<file path="config.mk">
export PLATFORM = sky130hd
export DESIGN_NAME = tdm_demux8
export DESIGN_NICKNAME = d
export VERILOG_FILES = /design/src/rtl/tdm_pkg.sv /design/src/rtl/tdm_slot_cnt.sv /design/src/rtl/tdm_demux8.sv
export SDC_FILE = /design/constraint.sdc
export NUM_CORES = 1
export LEC_CHECK = 0
export BUFFER_PORTS_ARGS = -buffer_cell sky130_fd_sc_hd__buf_4
export CORE_AREA = 2 2 63 65
export CTS_CLUSTER_SIZE = 10
export DETAILED_ROUTE_END_ITERATION = 12
export DIE_AREA = 0 0 65 67
export PLACE_DENSITY = 0.48
export RECOVER_POWER = 50
export SYNTH_ARGS = -nofsm -noshare
export SYNTH_HDL_FRONTEND = slang
export SYNTH_SLANG_ARGS = --single-unit
</file>
<file path="constraint.sdc">
create_clock -name clk -period 4 [get_ports clk]
set_input_delay 0 -clock clk [delete_from_list [all_inputs] [get_ports clk]]
set_output_delay 0 -clock clk [all_outputs]
set_load 0.02 [all_outputs]
</file>
<file path="src/rtl/tdm_pkg.sv">
// rtl/tdm_pkg.sv - shared types and sizes for the tdm_demux8 deserializer
//
// Purpose: frame geometry (slots per frame, slot index width), error counter
// width and the receive FSM state encoding.
package tdm_pkg;

  localparam int SLOTS    = 8;
  localparam int SLOT_W   = 3;
  localparam int ERRCNT_W = 8;

  typedef enum logic {
    HUNT    = 1'b0,
    COLLECT = 1'b1
  } state_t;

endpackage

</file>
<file path="src/rtl/tdm_slot_cnt.sv">
// rtl/tdm_slot_cnt.sv - 3-bit slot index counter for the TDM deserializer
//
// Purpose: tracks which slot the next valid beat lands in.
// Ports:
//   clk, rst_n  clock, asynchronous active-low reset
//   load1       beat stored as slot 0 on a frame marker; next slot is 1
//   inc         beat stored at the current slot; advance modulo 8
//   slot        current slot index
//   wrap        current slot is the last slot of the frame
module tdm_slot_cnt
  import tdm_pkg::*;
(
  input  logic              clk,
  input  logic              rst_n,
  input  logic              load1,
  input  logic              inc,
  output logic [SLOT_W-1:0] slot,
  output logic              wrap
);

  logic [SLOT_W-1:0] slot_q;

  // load1 wins over inc: a realigning beat always restarts the frame.
  always_ff @(posedge clk or negedge rst_n) begin
    if (!rst_n) begin
      slot_q <= '0;
    end else if (load1) begin
      slot_q <= SLOT_W'(1);
    end else if (inc) begin
      slot_q <= slot_q + SLOT_W'(1);
    end
  end

  assign slot = slot_q;
  assign wrap = (slot_q == SLOT_W'(SLOTS - 1));

endmodule

</file>
<file path="src/rtl/tdm_demux8.sv">
// rtl/tdm_demux8.sv - 8-slot TDM demultiplexer / deserializer with frame realignment
//
// Purpose: collects one slot per valid beat, realigns on frame_sync and
// publishes the eight slots as one parallel word with a one-cycle pulse.
// Optional feature macro: TDM_DEMUX_ERRCNT_EN (saturating sync-error counter).
// Ports:
//   clk, rst_n   clock, asynchronous active-low reset
//   din          serial slot data (WIDTH bits)
//   din_valid    din carries a slot this cycle
//   frame_sync   marks the beat as slot 0 (only when din_valid)
//   slot         slot index the next valid beat is stored into
//   dout         parallel frame, slot k at dout[k*WIDTH +: WIDTH]
//   dout_valid   one-cycle pulse when dout is updated
//   sync_err     one-cycle pulse after a misaligned frame_sync
//   err_cnt      saturating sync-error count (0 when the counter is not built)
module tdm_demux8
  import tdm_pkg::*;
#(
  parameter int WIDTH = 1
) (
  input  logic                   clk,
  input  logic                   rst_n,
  input  logic [WIDTH-1:0]       din,
  input  logic                   din_valid,
  input  logic                   frame_sync,
  output logic [SLOT_W-1:0]      slot,
  output logic [SLOTS*WIDTH-1:0] dout,
  output logic                   dout_valid,
  output logic                   sync_err,
  output logic [ERRCNT_W-1:0]    err_cnt
);

  // Shadow holds slots 0..6 only; slot 7 goes straight into dout.
  localparam int SHW = (SLOTS - 1) * WIDTH;

  state_t                 state_q, state_d;
  logic [SHW-1:0]         shadow_q;
  logic [SLOTS*WIDTH-1:0] dout_q;
  logic                   dout_valid_q;
  logic                   sync_err_q;

  logic                   cnt_load;
  logic                   cnt_inc;
  logic                   wr_zero;
  logic                   wr_cur;
  logic                   publish;
  logic                   err_d;
  logic                   wrap;

  tdm_slot_cnt u_slot_cnt (
    .clk   (clk),
    .rst_n (rst_n),
    .load1 (cnt_load),
    .inc   (cnt_inc),
    .slot  (slot),
    .wrap  (wrap)
  );

  always_ff @(posedge clk or negedge rst_n) begin
    if (!rst_n) begin
      state_q <= HUNT;
    end else begin
      state_q <= state_d;
    end
  end

  always_comb begin
    state_d  = state_q;
    cnt_load = 1'b0;
    cnt_inc  = 1'b0;
    wr_zero  = 1'b0;
    wr_cur   = 1'b0;
    publish  = 1'b0;
    err_d    = 1'b0;
    case (state_q)
      HUNT: begin
        if (din_valid && frame_sync) begin
          cnt_load = 1'b1;
          wr_zero  = 1'b1;
          state_d  = COLLECT;
        end
      end
      COLLECT: begin
        if (din_valid) begin
          if (frame_sync && (slot != '0)) begin
            // Misaligned marker: drop the partial frame, restart at slot 0.
            err_d    = 1'b1;
            cnt_load = 1'b1;
            wr_zero  = 1'b1;
          end else begin
            // Free-running: a marker at slot 0 is just a normal slot-0 beat.
            cnt_inc = 1'b1;
            if (wrap) begin
              publish = 1'b1;
            end else begin
              wr_cur = 1'b1;
            end
          end
        end
      end
      default: state_d = HUNT;
    endcase
  end

  always_ff @(posedge clk or negedge rst_n) begin
    if (!rst_n) begin
      shadow_q <= '0;
    end else begin
      for (int k = 0; k < SLOTS - 1; k++) begin
        if ((wr_zero && (k == 0)) || (wr_cur && (slot == SLOT_W'(k)))) begin
          shadow_q[k*WIDTH +: WIDTH] <= din;
        end
      end
    end
  end

  always_ff @(posedge clk or negedge rst_n) begin
    if (!rst_n) begin
      dout_q       <= '0;
      dout_valid_q <= 1'b0;
      sync_err_q   <= 1'b0;
    end else begin
      if (publish) begin
        dout_q <= {din, shadow_q};
      end
      dout_valid_q <= publish;
      sync_err_q   <= err_d;
    end
  end

  assign dout       = dout_q;
  assign dout_valid = dout_valid_q;
  assign sync_err   = sync_err_q;

`ifdef TDM_DEMUX_ERRCNT_EN
  logic [ERRCNT_W-1:0] err_cnt_q;

  always_ff @(posedge clk or negedge rst_n) begin
    if (!rst_n) begin
      err_cnt_q <= '0;
    end else if (err_d && (err_cnt_q != '1)) begin
      err_cnt_q <= err_cnt_q + ERRCNT_W'(1);
    end
  end

  assign err_cnt = err_cnt_q;
`else
  assign err_cnt = '0;
`endif

endmodule
</file>
== Word-level counts from Yosys, hierarchy flattened ==
Index checks and enable logic that the tools add are counted.

* Bits in registers: 21
* Input bits: 5
* Output and inout port bits: 21
* Logic and storage cells: 53

* Add/subtract/negate cells: 1
* Equal/unequal tests: 7
* Multiplexer cells: 19
* Bitwise logic cells: 1
* Reductions and logical operators: 13

{| class="wikitable"
|+ Operators with widths
! cell !! number
|-
| 2-to-1 mux 1 bit || 16
|-
| equality test 3 bit, second input constant || 4
|-
| logical AND 1 bit || 9
|-
| equality test 3 x 2 -> 1 bit, second input constant || 2
|-
| 2-to-1 mux 3 bit || 2
|-
| adder 3 x 1 -> 3 bit, second input constant || 1
|-
| equality test 3 x 1 -> 1 bit, second input constant || 1
|-
| zero test 3 bit || 1
|-
| nonzero test 3 bit || 1
|-
| case mux 1 bit (2 select lines) || 1
|-
| nonzero test 2 bit || 1
|-
| logical OR 1 bit || 1
|-
| inverter 1 bit || 1
|}

== Depth between registers and ports, before layout ==
Gate-level depths: netlist of run 1.

* Depth after elaboration: 7
* Mapped depth: 5
* Mapped depth without buffers: 5

== By module ==
Synthesis of run 1 repeated with hierarchy kept, for this count alone.

* Cell total of the unflattened synthesis: 74
* Area total of the unflattened synthesis: 987.2 um^2

{| class="wikitable"
|+ By module, submodules not included
! module !! times used !! cells each !! area each (um^2) !! seq. area each (um^2)
|-
| tdm_demux8 || 1 || 63 || 844.6 || 450.4
|-
| tdm_slot_cnt || 1 || 11 || 142.6 || 75.1
|}

== Worst setup path before layout of run 1 ==
No wires, ideal clock.

* Kind: register to register
* Start: register u_slot_cnt.slot_q[0], in the netlist u_slot_cnt.slot[0]
* End: register shadow_q[1]
* Library setup time: 0.125 ns
* Arrival time: 1.737 ns
* Data required time: 3.875 ns
* Slack: 2.138 ns
* Stages on the path, launching flop included: 6
* Path buffers: 0
* Clock period less this slack: 1.862 ns
* Cells stage by stage: dfrtp_1 -> ha_1 -> ha_1 -> nand3b_1 -> nor4b_1 -> mux2_2

* Longest elaborated chain between the ends: 6
* Elaborated cells between the ends (all ways): 9
* Classes of those cells: eq/ne: 2; mux: 4; reduce/logical: 3

{| class="wikitable"
|+ RTL lines
! what !! RTL line !! source
|-
| start: declaration || tdm_slot_cnt.sv:21 || <nowiki>logic [SLOT_W-1:0] slot_q;</nowiki>
|-
| start signal: assignment || tdm_slot_cnt.sv:30 || <nowiki>slot_q <= slot_q + SLOT_W'(1);</nowiki>
|-
| equality test 3 bit / nonzero test 3 bit (equally long branches) || tdm_slot_cnt.sv:35, tdm_demux8.sv:85 ||
|-
| 2-to-1 mux 1 bit / logical AND 1 bit (equally long branches) || tdm_demux8.sv:93, tdm_demux8.sv:85 ||
|-
| 2-to-1 mux 1 bit || tdm_demux8.sv:85 || <nowiki>if (frame_sync && (slot != '0)) begin</nowiki>
|-
| 2-to-1 mux 1 bit || tdm_demux8.sv:84 || <nowiki>if (din_valid) begin</nowiki>
|-
| 2-to-1 mux 1 bit || tdm_demux8.sv:75 || <nowiki>case (state_q)</nowiki>
|-
| logical AND 1 bit * || tdm_demux8.sv:110 || <nowiki>if ((wr_zero && (k == 0)) || (wr_cur && (slot == SLOT_W'(k)))) begin</nowiki>
|-
| end signal: indexed assignment || tdm_demux8.sv:111 || <nowiki>shadow_q[k*WIDTH +: WIDTH] <= din;</nowiki>
|-
| end: declaration || tdm_demux8.sv:37 || <nowiki>logic [SHW-1:0] shadow_q;</nowiki>
|}

Mark *: on every way between the ends. The rest lies on a longest branch, timed or not.
A chain may end at the register's enable or synchronous reset.

== Worst setup path after layout of run 1 ==
* Start: register u_slot_cnt.slot_q[0], in the netlist u_slot_cnt.slot[0]
* End: register dout_q[4], in the netlist dout[4]

* Longest elaborated chain between the ends: 5
* Elaborated cells between the ends (all ways): 7
* Classes of those cells: eq/ne: 1; mux: 4; reduce/logical: 2

{| class="wikitable"
|+ RTL lines
! what !! RTL line !! source
|-
| equality test 3 bit / nonzero test 3 bit (equally long branches) || tdm_slot_cnt.sv:35, tdm_demux8.sv:85 ||
|-
| 2-to-1 mux 1 bit / logical AND 1 bit (equally long branches) || tdm_demux8.sv:93, tdm_demux8.sv:85 ||
|-
| 2-to-1 mux 1 bit * || tdm_demux8.sv:85 ||
|-
| 2-to-1 mux 1 bit * || tdm_demux8.sv:84 ||
|-
| 2-to-1 mux 1 bit * || tdm_demux8.sv:75 ||
|-
| named net publish || tdm_demux8.sv:46 || <nowiki>logic publish;</nowiki>
|-
| end signal: assignment || tdm_demux8.sv:124 || <nowiki>dout_q <= {din, shadow_q};</nowiki>
|-
| end: declaration || tdm_demux8.sv:38 || <nowiki>logic [SLOTS*WIDTH-1:0] dout_q;</nowiki>
|}

Mark *: on every way through the listed nets, which the timed path passes. The rest lies on a longest branch.

==> results.ini, run 1 <==
[floorplanning]
dieHeight_um=67
start_util=0.2904
pin_count=26
rows=22
die_area_um2=4355
core_um2=3606
die_w_um=65

[flow_run]
max-cap-violations=0

[power_and_ir_drop]
peakVddDrop_mv=0.1538
p_switching_mw=0.2475
intPower_mw=0.4795
clkPwrFrac=0.187
p_seq_frac=0.448
combinationalPowerShare=0.365
p_leak_nw=0.5943
pwr_density_cell_nw_per_um2=590.5
switching_share=0.3404

[clocking]
clk_latency_ns=0.26
clockBufferDepth=2
numCtsBuffers=3
postCtsSetupRepairBufs=0
htreeDepth=1
cts_tree=yes
cts_sinks=21
cts-resized-gates=0
cts_root_buf=clkbuf_8
clkTransAtPathRegs_ns=0.08

[routing]
drt-total-wl_um=1781
drc_errors=0
firstDrtPassIters=3
wl_met2_um=925
met1_length_um=760
drtIter0Drc=6
wl_met3_um=68
drt.antenna.violating_nets=0
top_layer=met4
via_per_inst=4.278
wl_per_cell_um=11.79
vias=646

[yosys]
synth.avg_cell_area_um2=12.62
syn_area_um2=1047
ys.warnings.count=0
ys_types=23
synth_seq_area_share=0.5018
synth_cells=83
ys_ff_latch=21

[setup_path]
cp-start-kind=register
r2r-start=u_slot_cnt.slot[0]$_DFFE_PN0P_
critPathRequiredTime_ns=4.14
reg2reg_depth=5
critical_path_class=reg2reg
path_buf_inv=1
crit_chain=inv_1 -> ha_1 -> nand2b_4 -> a211oi_4 -> mux2_2
arrival_ns=2.11
cpMaxStageDelayCell=a211oi_4
critPathMaxStageDelay_ns=0.53
r2r_end=dout[4]$_DFFE_PN0P_
crit_family=compound AO/OA/AOI/OAI gates
end_kind=register
worst-r2r-setup-slack_ns=2.03
cp_max_fo=9

[finish]
final_area_um2=1231
fin_nets=115
fill_cells=378
postLayoutCoreUtil=0.3414
drive_gt1_frac=0.3107
area_growth_pct=17.56
num_antenna_cells=0
multi_input_area_um2=461.7
regArea_um2=525.5

[place]
dp_hpwl_um=1323
dpl_cell_area_um2=1197
post-place-ws_ns=2.005
gp_congestion=0.7690
io_buffers=17

[grt]
grt_overflow=0
grt_start_max_net_pins=22
grt_pass1_vias=678
antenna_found_initial=0
grt_pass1_wl_um=3118
track_usage=0.09733

[status]
outcome=finished clean

[timing]
layout_setup_ws_ns=2.031
hold_viol=0
setup_violations=0
setup_tns_ns=0
slew_headroom=0.2374
slew_violations=0
period_needed_ns=1.969
fmax_mhz=507.8
post-route-period-util=0.4923
tightest_slew_ns=1.144
rsz0062_at_grt=no
hold_ws_ns=0.02067
finalClockSkew_ns=0.003116

[min_path]
min_from=din_valid
min_to=state_q$_DFF_PN0_
worstHoldPathCells=3
hold_class=in2reg

==> through the flow <==
step	power, mW	std cells
floorplan	0.5162	90
global placement	0.6076	146
detailed placement	0.6100	146
CTS	0.7505	151
global route	0.7860	151
finish	0.7270	151
==> worst reg2reg max path, delay by kind of cell, from the launching register on <==
family                     cells  cell delay [ns]
AOI/OAI and AO/OA              1             0.53
DFF                            1             0.42
muxes                          1             0.40
adders and majority gates      1             0.29
buffers and inverters          1             0.13
and+or+nand+nor                1             0.10
==> cells in the mapped netlist <==
library cell	instances	area share
a211oi_4	1	0.019
nand2b_4	1	0.013
o21ai_0	1	0.0048
nand3b_1	2	0.014
ha_1	6	0.072
or2b_1	1	0.0072
conb_1	1	0.0036
nor4b_1	2	0.017
a2111oi_0	1	0.0084
and3b_1	1	0.0084
dfrtp_1	21	0.50
mux2_2	15	0.16
buf_4	8	0.057
nand3_1	3	0.014
nand2b_1	1	0.0060
nor2_1	1	0.0036
mux2i_1	2	0.019
a21oi_1	1	0.0048
a22o_1	2	0.017
inv_1	6	0.022
clkbuf_1	1	0.0036
nand2_1	3	0.011
nor2b_1	2	0.012
==> registers in the layout, indices dropped and copies added (netlist names) <==
name             cells
dout                 8
shadow_q             7
u_slot_cnt.slot      3
dout_valid           1
state_q              1
sync_err             1
==> final cells by class <==
cell class / count / area share
Clock buffer: 3 / 0.03354
Clock inverter: 1 / 0.004065
Inverter: 6 / 0.01829
Multi-Input combinational cell: 54 / 0.3750
Sequential cell: 21 / 0.4268
Tap cell: 48 / 0.04878
Timing Repair Buffer: 18 / 0.09350
==> what timing repair did <==
item | 4_1_cts | 5_1_grt
endpoints found under the setup margin | 0 | 0
hold endpoints to repair | 21 | 0
hold buffers | 1 | 0
==> power groups by stage <==
stage                     logic (mW)  clock network (mW)  registers [mW]
after global routing           0.297               0.154           0.335
final                          0.266               0.136           0.326
after CTS                      0.280               0.143           0.327
after detailed placement       0.278                   0           0.332
after global placement         0.278                   0           0.329
after floorplan                0.152                   0           0.364
==> layer usage <==
layer | global-route usage | vias up
li1 | - | 305
met1 | 0.1117 | 322
met2 | 0.1675 | 17
met3 | 0.01520 | 2
met4 | 0.06383 | 0
met5 | 0 | -
==> layout by cell type, fill, tap and decap left out, types with 2 or more instances in the layout <==
| master | n |
|---|---|
| nand3_1 | 3 |
| a22o_1 | 2 |
| conb_1 | 8 |
| ha_1 | 6 |
| clkbuf_8 | 3 |
| nand3b_1 | 2 |
| mux2_2 | 15 |
| mux2i_1 | 2 |
| nor4b_1 | 2 |
| nor2b_1 | 2 |
| nand2_1 | 3 |
| inv_1 | 6 |
| buf_4 | 11 |
| dfrtp_1 | 21 |
| clkbuf_1 | 6 |
==> cells by family after synthesis <==
family / count (synthesis) / share of synthesized area
compound gates: 6 / 0.05376
mux: 17 / 0.1804
simple gates: 17 / 0.1063
fa+ha+maj: 6 / 0.07168
buf+inv: 15 / 0.08243
other cells: 1 / 0.003581
flops: 21 / 0.5018
==> how the worst max path moves through the flow <==
| stage | start | to | slack (ns) | depth (start not counted) |
|---|---|---|---|---|
| 3_3_place_gp | u_slot_cnt.slot[1]$_DFFE_PN0P_ | shadow_q[1]$_DFFE_PN0P_ | 2.05 | 5 |
| 3_5_place_dp | u_slot_cnt.slot[0]$_DFFE_PN0P_ | dout[4]$_DFFE_PN0P_ | 2.01 | 5 |
| 6_report | u_slot_cnt.slot[0]$_DFFE_PN0P_ | dout[4]$_DFFE_PN0P_ | 2.03 | 5 |
| 5_1_grt | u_slot_cnt.slot[0]$_DFFE_PN0P_ | dout[2]$_DFFE_PN0P_ | 1.89 | 5 |
| 2_1_floorplan | u_slot_cnt.slot[0]$_DFFE_PN0P_ | shadow_q[1]$_DFFE_PN0P_ | 2.14 | 5 |
| 4_1_cts | u_slot_cnt.slot[0]$_DFFE_PN0P_ | dout[4]$_DFFE_PN0P_ | 1.99 | 5 |
No activity file was read; power rests on OpenSTA's default activity.
==> run 2, diff against run 1 <==
--- a/config.mk
+++ b/config.mk
@@ -10,7 +10,7 @@
 export CTS_CLUSTER_SIZE = 10
 export DETAILED_ROUTE_END_ITERATION = 12
 export DIE_AREA = 0 0 65 67
-export PLACE_DENSITY = 0.48
+export PLACE_DENSITY = 0.5
 export RECOVER_POWER = 50
 export SYNTH_ARGS = -nofsm -noshare
 export SYNTH_HDL_FRONTEND = slang
==> constraint.sdc (replaced) <==
create_clock -name clk -period 1.6 [get_ports clk]
set_input_delay 0 -clock clk [delete_from_list [all_inputs] [get_ports clk]]
set_output_delay 0 -clock clk [all_outputs]
set_load 0.02 [all_outputs]
==> run 2 against run 1 <==
  * Clock power increased to 2.6 times the previous value
  * Sequential share of layout area decreased by 6.9 points
  * Global-route usage increased by 1.3 points
  * Sequential power increased to 2.5 times the previous value
  * The flow now finishes with violations (negative setup slack)
  * Core utilization increased by 6.8 points
==> results.ini, run 2 (synthesized netlist as in run 1, its figures left out) <==
[power_and_ir_drop]
pwr_density_cell_nw_per_um2=1437
peakVddDrop_mv=0.4541
clkPwrFrac=0.166
combinationalPowerShare=0.446
p_switching_mw=0.7262
intPower_mw=1.397
p_leak_nw=0.7007
p_seq_frac=0.388
switching_share=0.3421

[finish]
num_antenna_cells=0
fin_nets=127
largest_register_ff_count=8
layout_common_cells=buf_4 (25), dfrtp_1 (18), mux2_4 (9), conb_1 (8), mux2_2 (6)
layoutNonFillerInstCount=163
postLayoutCoreUtil=0.4098
drive_gt1_frac=0.5652
fill_cells=356
area_growth_pct=41.10
final_common_cell=buf_4
final_area_um2=1478

[timing]
layout_setup_ws_ns=-0.1356
period_needed_ns=1.736
tightest_slew_ns=1.114
slew_violations=0
rsz0062_at_grt=yes
post-route-period-util=1.085
fmax_mhz=576.2
finalClockSkew_ns=0.001796
slew_headroom=0.2576
hold_viol=0
setup_tns_ns=-1.189
setup_violations=15

[setup_path]
critical_path_class=reg2reg
reg2reg_depth=5
worst-r2r-setup-slack_ns=-0.14
arrival_ns=1.89
end_kind=register
r2r-start=u_slot_cnt.slot[1]$_DFFE_PN0P_
r2r_end=shadow_q[2]$_DFFE_PN0P_
critPathRequiredTime_ns=1.75
cp-start-kind=register
cp_max_fo=4

[place]
gp_congestion=0.7633
dp_hpwl_um=1455
post-place-ws_ns=-0.1382
io_buffers=17
place_inst=154
dpl_cell_area_um2=1334

[clocking]
numCtsBuffers=3
clk_latency_ns=0.26
clkTransAtPathRegs_ns=0.08
cts_tree=yes
htreeDepth=1
cts_sinks=21
cts_root_buf=clkbuf_8
clockBufferDepth=2

[routing]
drc_errors=0
drt-total-wl_um=2020
wl_met2_um=1025
via_per_inst=4.356
met1_length_um=870
drtIter0Drc=32
wl_per_cell_um=12.39
drt.antenna.violating_nets=0
wl_met3_um=70
firstDrtPassIters=3
top_layer=met4
vias=710

[grt]
grt_overflow=0
grt_start_max_net_pins=22
antenna_found_initial=0
grt_pass1_wl_um=3601
grt_pass1_vias=738
track_usage=0.1106

[status]
violations=negative setup slack
outcome=complete, but fails checks

[min_path]
worstHoldPathCells=3
hold_class=in2reg
min_to=sync_err$_DFF_PN0_
min_from=frame_sync

[floorplanning]
dieHeight_um=67
die_area_um2=4355
die_w_um=65
start_util=0.2904
core_um2=3606
pin_count=26
rows=22

[flow_run]
max-cap-violations=0

## run 2: power groups by stage
stage                     logic (mW)  clock network (mW)  registers (mW)
after floorplan                0.435                   0           0.940
after global placement         0.869                   0           0.826
after detailed placement       0.872                   0           0.834
after CTS                      0.933               0.370           0.828
after global routing            1.04               0.393           0.853
final                          0.947               0.353           0.823
## run 2: worst max-delay path, cell delays in order, from the launching register on
cell and delay [ns]:
dfrtp_2 0.45, ha_4 0.18, ha_4 0.16, nand3b_1 0.21, nor4b_2 0.26, mux2_2 0.36
## run 2: area by class of cell
| cell class | count | area [um^2] | share of cell area |
|---|---|---|---|
| inverters | 6 | 22.52 | 0.01524 |
| repair buffers | 30 | 251.5 | 0.1702 |
| clock buffers | 3 | 41.29 | 0.02794 |
| flip-flops and latches | 21 | 529.3 | 0.3582 |
| multi-input cells | 54 | 568.0 | 0.3844 |
| clock inverters | 1 | 5.005 | 0.003387 |
| well taps | 48 | 60.06 | 0.04064 |
## run 2: timing repair
item                                   CTS  global route
setup buffers                            4             0
setup endpoints to repair               11            15
hold buffers                             1             0
pin swaps                                2             1
endpoints found under the hold margin   21             0
resized for setup                        8             8
cloned                                   1             0
## run 2: how the worst max path moves through the flow
| stage | start | end | slack [ns] | cells after the start |
|---|---|---|---|---|
| 2_1_floorplan | u_slot_cnt.slot[1]$_DFFE_PN0P_ | shadow_q[1]$_DFFE_PN0P_ | -0.10 | 5 |
| 3_3_place_gp | u_slot_cnt.slot[1]$_DFFE_PN0P_ | shadow_q[1]$_DFFE_PN0P_ | -0.08 | 5 |
| 3_5_place_dp | u_slot_cnt.slot[1]$_DFFE_PN0P_ | shadow_q[2]$_DFFE_PN0P_ | -0.14 | 5 |
| 4_1_cts | u_slot_cnt.slot[1]$_DFFE_PN0P_ | shadow_q[2]$_DFFE_PN0P_ | -0.14 | 5 |
| 5_1_grt | u_slot_cnt.slot[1]$_DFFE_PN0P_ | shadow_q[2]$_DFFE_PN0P_ | -0.22 | 5 |
| 6_report | u_slot_cnt.slot[1]$_DFFE_PN0P_ | shadow_q[2]$_DFFE_PN0P_ | -0.14 | 5 |
## run 2: per-layer routing
layer,GRT usage,up-vias
li1,-,329
met3,0.01014,5
met2,0.1881,22
met5,0,-
met4,0.06383,0
met1,0.1363,354
## run 2: stage by stage
| step | total power, mW | hold WS, ns |
|---|---|---|
| after floorplan | 1.374 | -0.2956 |
| after global placement | 1.695 | -0.09872 |
| after detailed placement | 1.706 | -0.09707 |
| after CTS | 2.132 | 0.001478 |
| after global routing | 2.283 | 0.01718 |
| final | 2.123 | 0.007302 |
==> run 3, diff against run 2 <==
--- a/config.mk
+++ b/config.mk
@@ -5,12 +5,12 @@
 export SDC_FILE = /design/constraint.sdc
 export NUM_CORES = 1
 export LEC_CHECK = 0
-export BUFFER_PORTS_ARGS = -buffer_cell sky130_fd_sc_hd__buf_4
 export CORE_AREA = 2 2 63 65
 export CTS_CLUSTER_SIZE = 10
 export DETAILED_ROUTE_END_ITERATION = 12
 export DIE_AREA = 0 0 65 67
-export PLACE_DENSITY = 0.5
+export DONT_BUFFER_PORTS = 1
+export PLACE_DENSITY = 0.44
 export RECOVER_POWER = 50
 export SYNTH_ARGS = -nofsm -noshare
 export SYNTH_HDL_FRONTEND = slang
==> run 3 against run 2 <==
  * The flow still finishes with violations (negative setup slack)
  * Fmax shrank 0.38%
  * Sequential power is 11% higher
  * Register-to-register slack barely moved
  * Critical path type unchanged
  * Largest power group is now sequential cells
==> results.ini, run 3 (synthesized netlist as in run 1, its figures left out) <==
[status]
outcome=complete, but fails checks
violations=negative setup slack

[routing]
wl_per_cell_um=13.43
drt-total-wl_um=2041
drtIter0Drc=14
drt.antenna.violating_nets=0
via_per_inst=4.276
drc_errors=0
firstDrtPassIters=2
vias=650

[timing]
period_needed_ns=1.742
slew_violations=0
tightest_slew_ns=0.9518
setup_violations=2
layout_setup_ws_ns=-0.1422
hold_viol=0
slew_headroom=0.3634
post-route-period-util=1.089
rsz0062_at_grt=yes
fmax_mhz=574.0
finalClockSkew_ns=0.002451
hold_ws_ns=0.04099

[finish]
fin_nets=116
drive_gt1_frac=0.4615
largest_register_ff_count=8
layout_common_cells=dfrtp_1 (18), buf_4 (13), mux2_4 (9), conb_1 (8), mux2_2 (6)
area_growth_pct=33.93
layoutNonFillerInstCount=152
final_common_cell=dfrtp_1
fill_cells=354
num_antenna_cells=0

[clocking]
cts_sinks=21
cts_root_buf=clkbuf_8
clkTransAtPathRegs_ns=0.08
numCtsBuffers=3
clockBufferDepth=2
htreeDepth=1
cts_tree=yes
clk_latency_ns=0.26

[floorplanning]
core_um2=3606
dieHeight_um=67
start_util=0.2904
die_area_um2=4355
rows=22
pin_count=26
die_w_um=65

[setup_path]
cp_common_cell=ha_4
crit_chain=ha_4 -> ha_4 -> nand3b_1 -> nor4b_2 -> mux2_2
cp-start-kind=register
reg2reg_depth=5
critical_path_class=reg2reg
cpMaxStageDelayCell=dfrtp_2
cp_max_fo=5
critPathRequiredTime_ns=1.75
arrival_ns=1.89
critPathMaxStageDelay_ns=0.44
end_kind=register

[grt]
grt_start_max_net_pins=22
grtUsageMet1=0.1379
grt_pass1_vias=654
met3_usage=0.02196
track_usage=0.09845
grt_pass1_wl_um=3249
use_met2=0.1534
grt_overflow=0
antenna_found_initial=0
busiest_layer=met2

[place]
place_inst=139
io_buffers=0
dp_hpwl_um=1447
gp_congestion=0.7578

[flow_run]
max-cap-violations=0

[power_and_ir_drop]
pwr_density_cell_nw_per_um2=1466
peakVddDrop_mv=0.5182
p_leak_nw=0.6300
power_mw=2.057

[min_path]
hold_class=in2reg
worstHoldPathCells=3

[run 3: changes by cell type in the layout (fill, tap and decap cells not counted), sizes merged]
cell and change:
buf -14, clkbuf -1, dlygate4sd3 +4
[run 3: critical path, delay by kind of cell (launching register included)]
| family | cells | cell delay [ns] |
|---|---|---|
| simple gates | 2 | 0.50 |
| fa+ha+maj | 2 | 0.34 |
| flops | 1 | 0.44 |
| mux | 1 | 0.36 |
[run 3: path summary, 6_finish.rpt]
| path | start | end | slack [ns] |
|---|---|---|---|
| setup / recovery | u_slot_cnt.slot[1]$_DFFE_PN0P_ | shadow_q[2]$_DFFE_PN0P_ | -0.14 |
| hold / removal | frame_sync | shadow_q[4]$_DFFE_PN0P_ | 0.04 |
| setup reg to reg | u_slot_cnt.slot[1]$_DFFE_PN0P_ | shadow_q[2]$_DFFE_PN0P_ | -0.14 |
| hold reg to reg | shadow_q[0]$_DFFE_PN0P_ | dout[0]$_DFFE_PN0P_ | 0.51 |
| max in group asynchronous | rst_n | u_slot_cnt.slot[1]$_DFFE_PN0P_ | 0.63 |
| min in group asynchronous | rst_n | sync_err$_DFF_PN0_ | 0.33 |
[run 3: per-stage QoR]
step / utilization / setup slack (ns) / instance area, um^2 / TNS, ns
finish: 0.3890 / -0.1422 / 1403 / -0.2339
global route: 0.3890 / -0.2182 / 1403 / -0.6896
CTS: 0.3647 / -0.1193 / 1315 / -0.3947
detailed placement: 0.3387 / -0.1260 / 1221 / -0.3427
global placement: 0.3387 / -0.07604 / 1221 / -0.2065
floorplan: - / -0.1012 / 1137 / -0.9125
[run 3: area by class of cell]
class / count / area [um^2] / area share
Clock buffer: 3 / 41.29 / 0.02944
Clock inverter: 1 / 5.005 / 0.003568
Inverter: 6 / 22.52 / 0.01606
Multi-Input combinational cell: 54 / 576.8 / 0.4112
Sequential cell: 21 / 529.3 / 0.3773
Tap cell: 48 / 60.06 / 0.04282
Timing Repair Buffer: 19 / 167.7 / 0.1195
[run 3: what timing repair did]
item / 4_1_cts / 5_1_grt
gates cloned: 0 / 0
endpoints found under the setup margin: 11 / 15
buffers inserted: 1 / 3
gates resized for setup: 0 / 12
pin swaps: 0 / 3
hold buffers: 4 / 1
endpoints found under the hold margin: 33 / 1
[run 3: metal layers]
metal	wire length, um	share of wire
met4	11	0.0054
met1	993	0.49
met5	0	0
met2	954	0.47
met3	82	0.040
[run 3: where the power goes]
group	internal, mW	switching (mW)
clock network	0.173	0.185
logic	0.454	0.330
registers	0.705	0.209
total	1.33	0.724
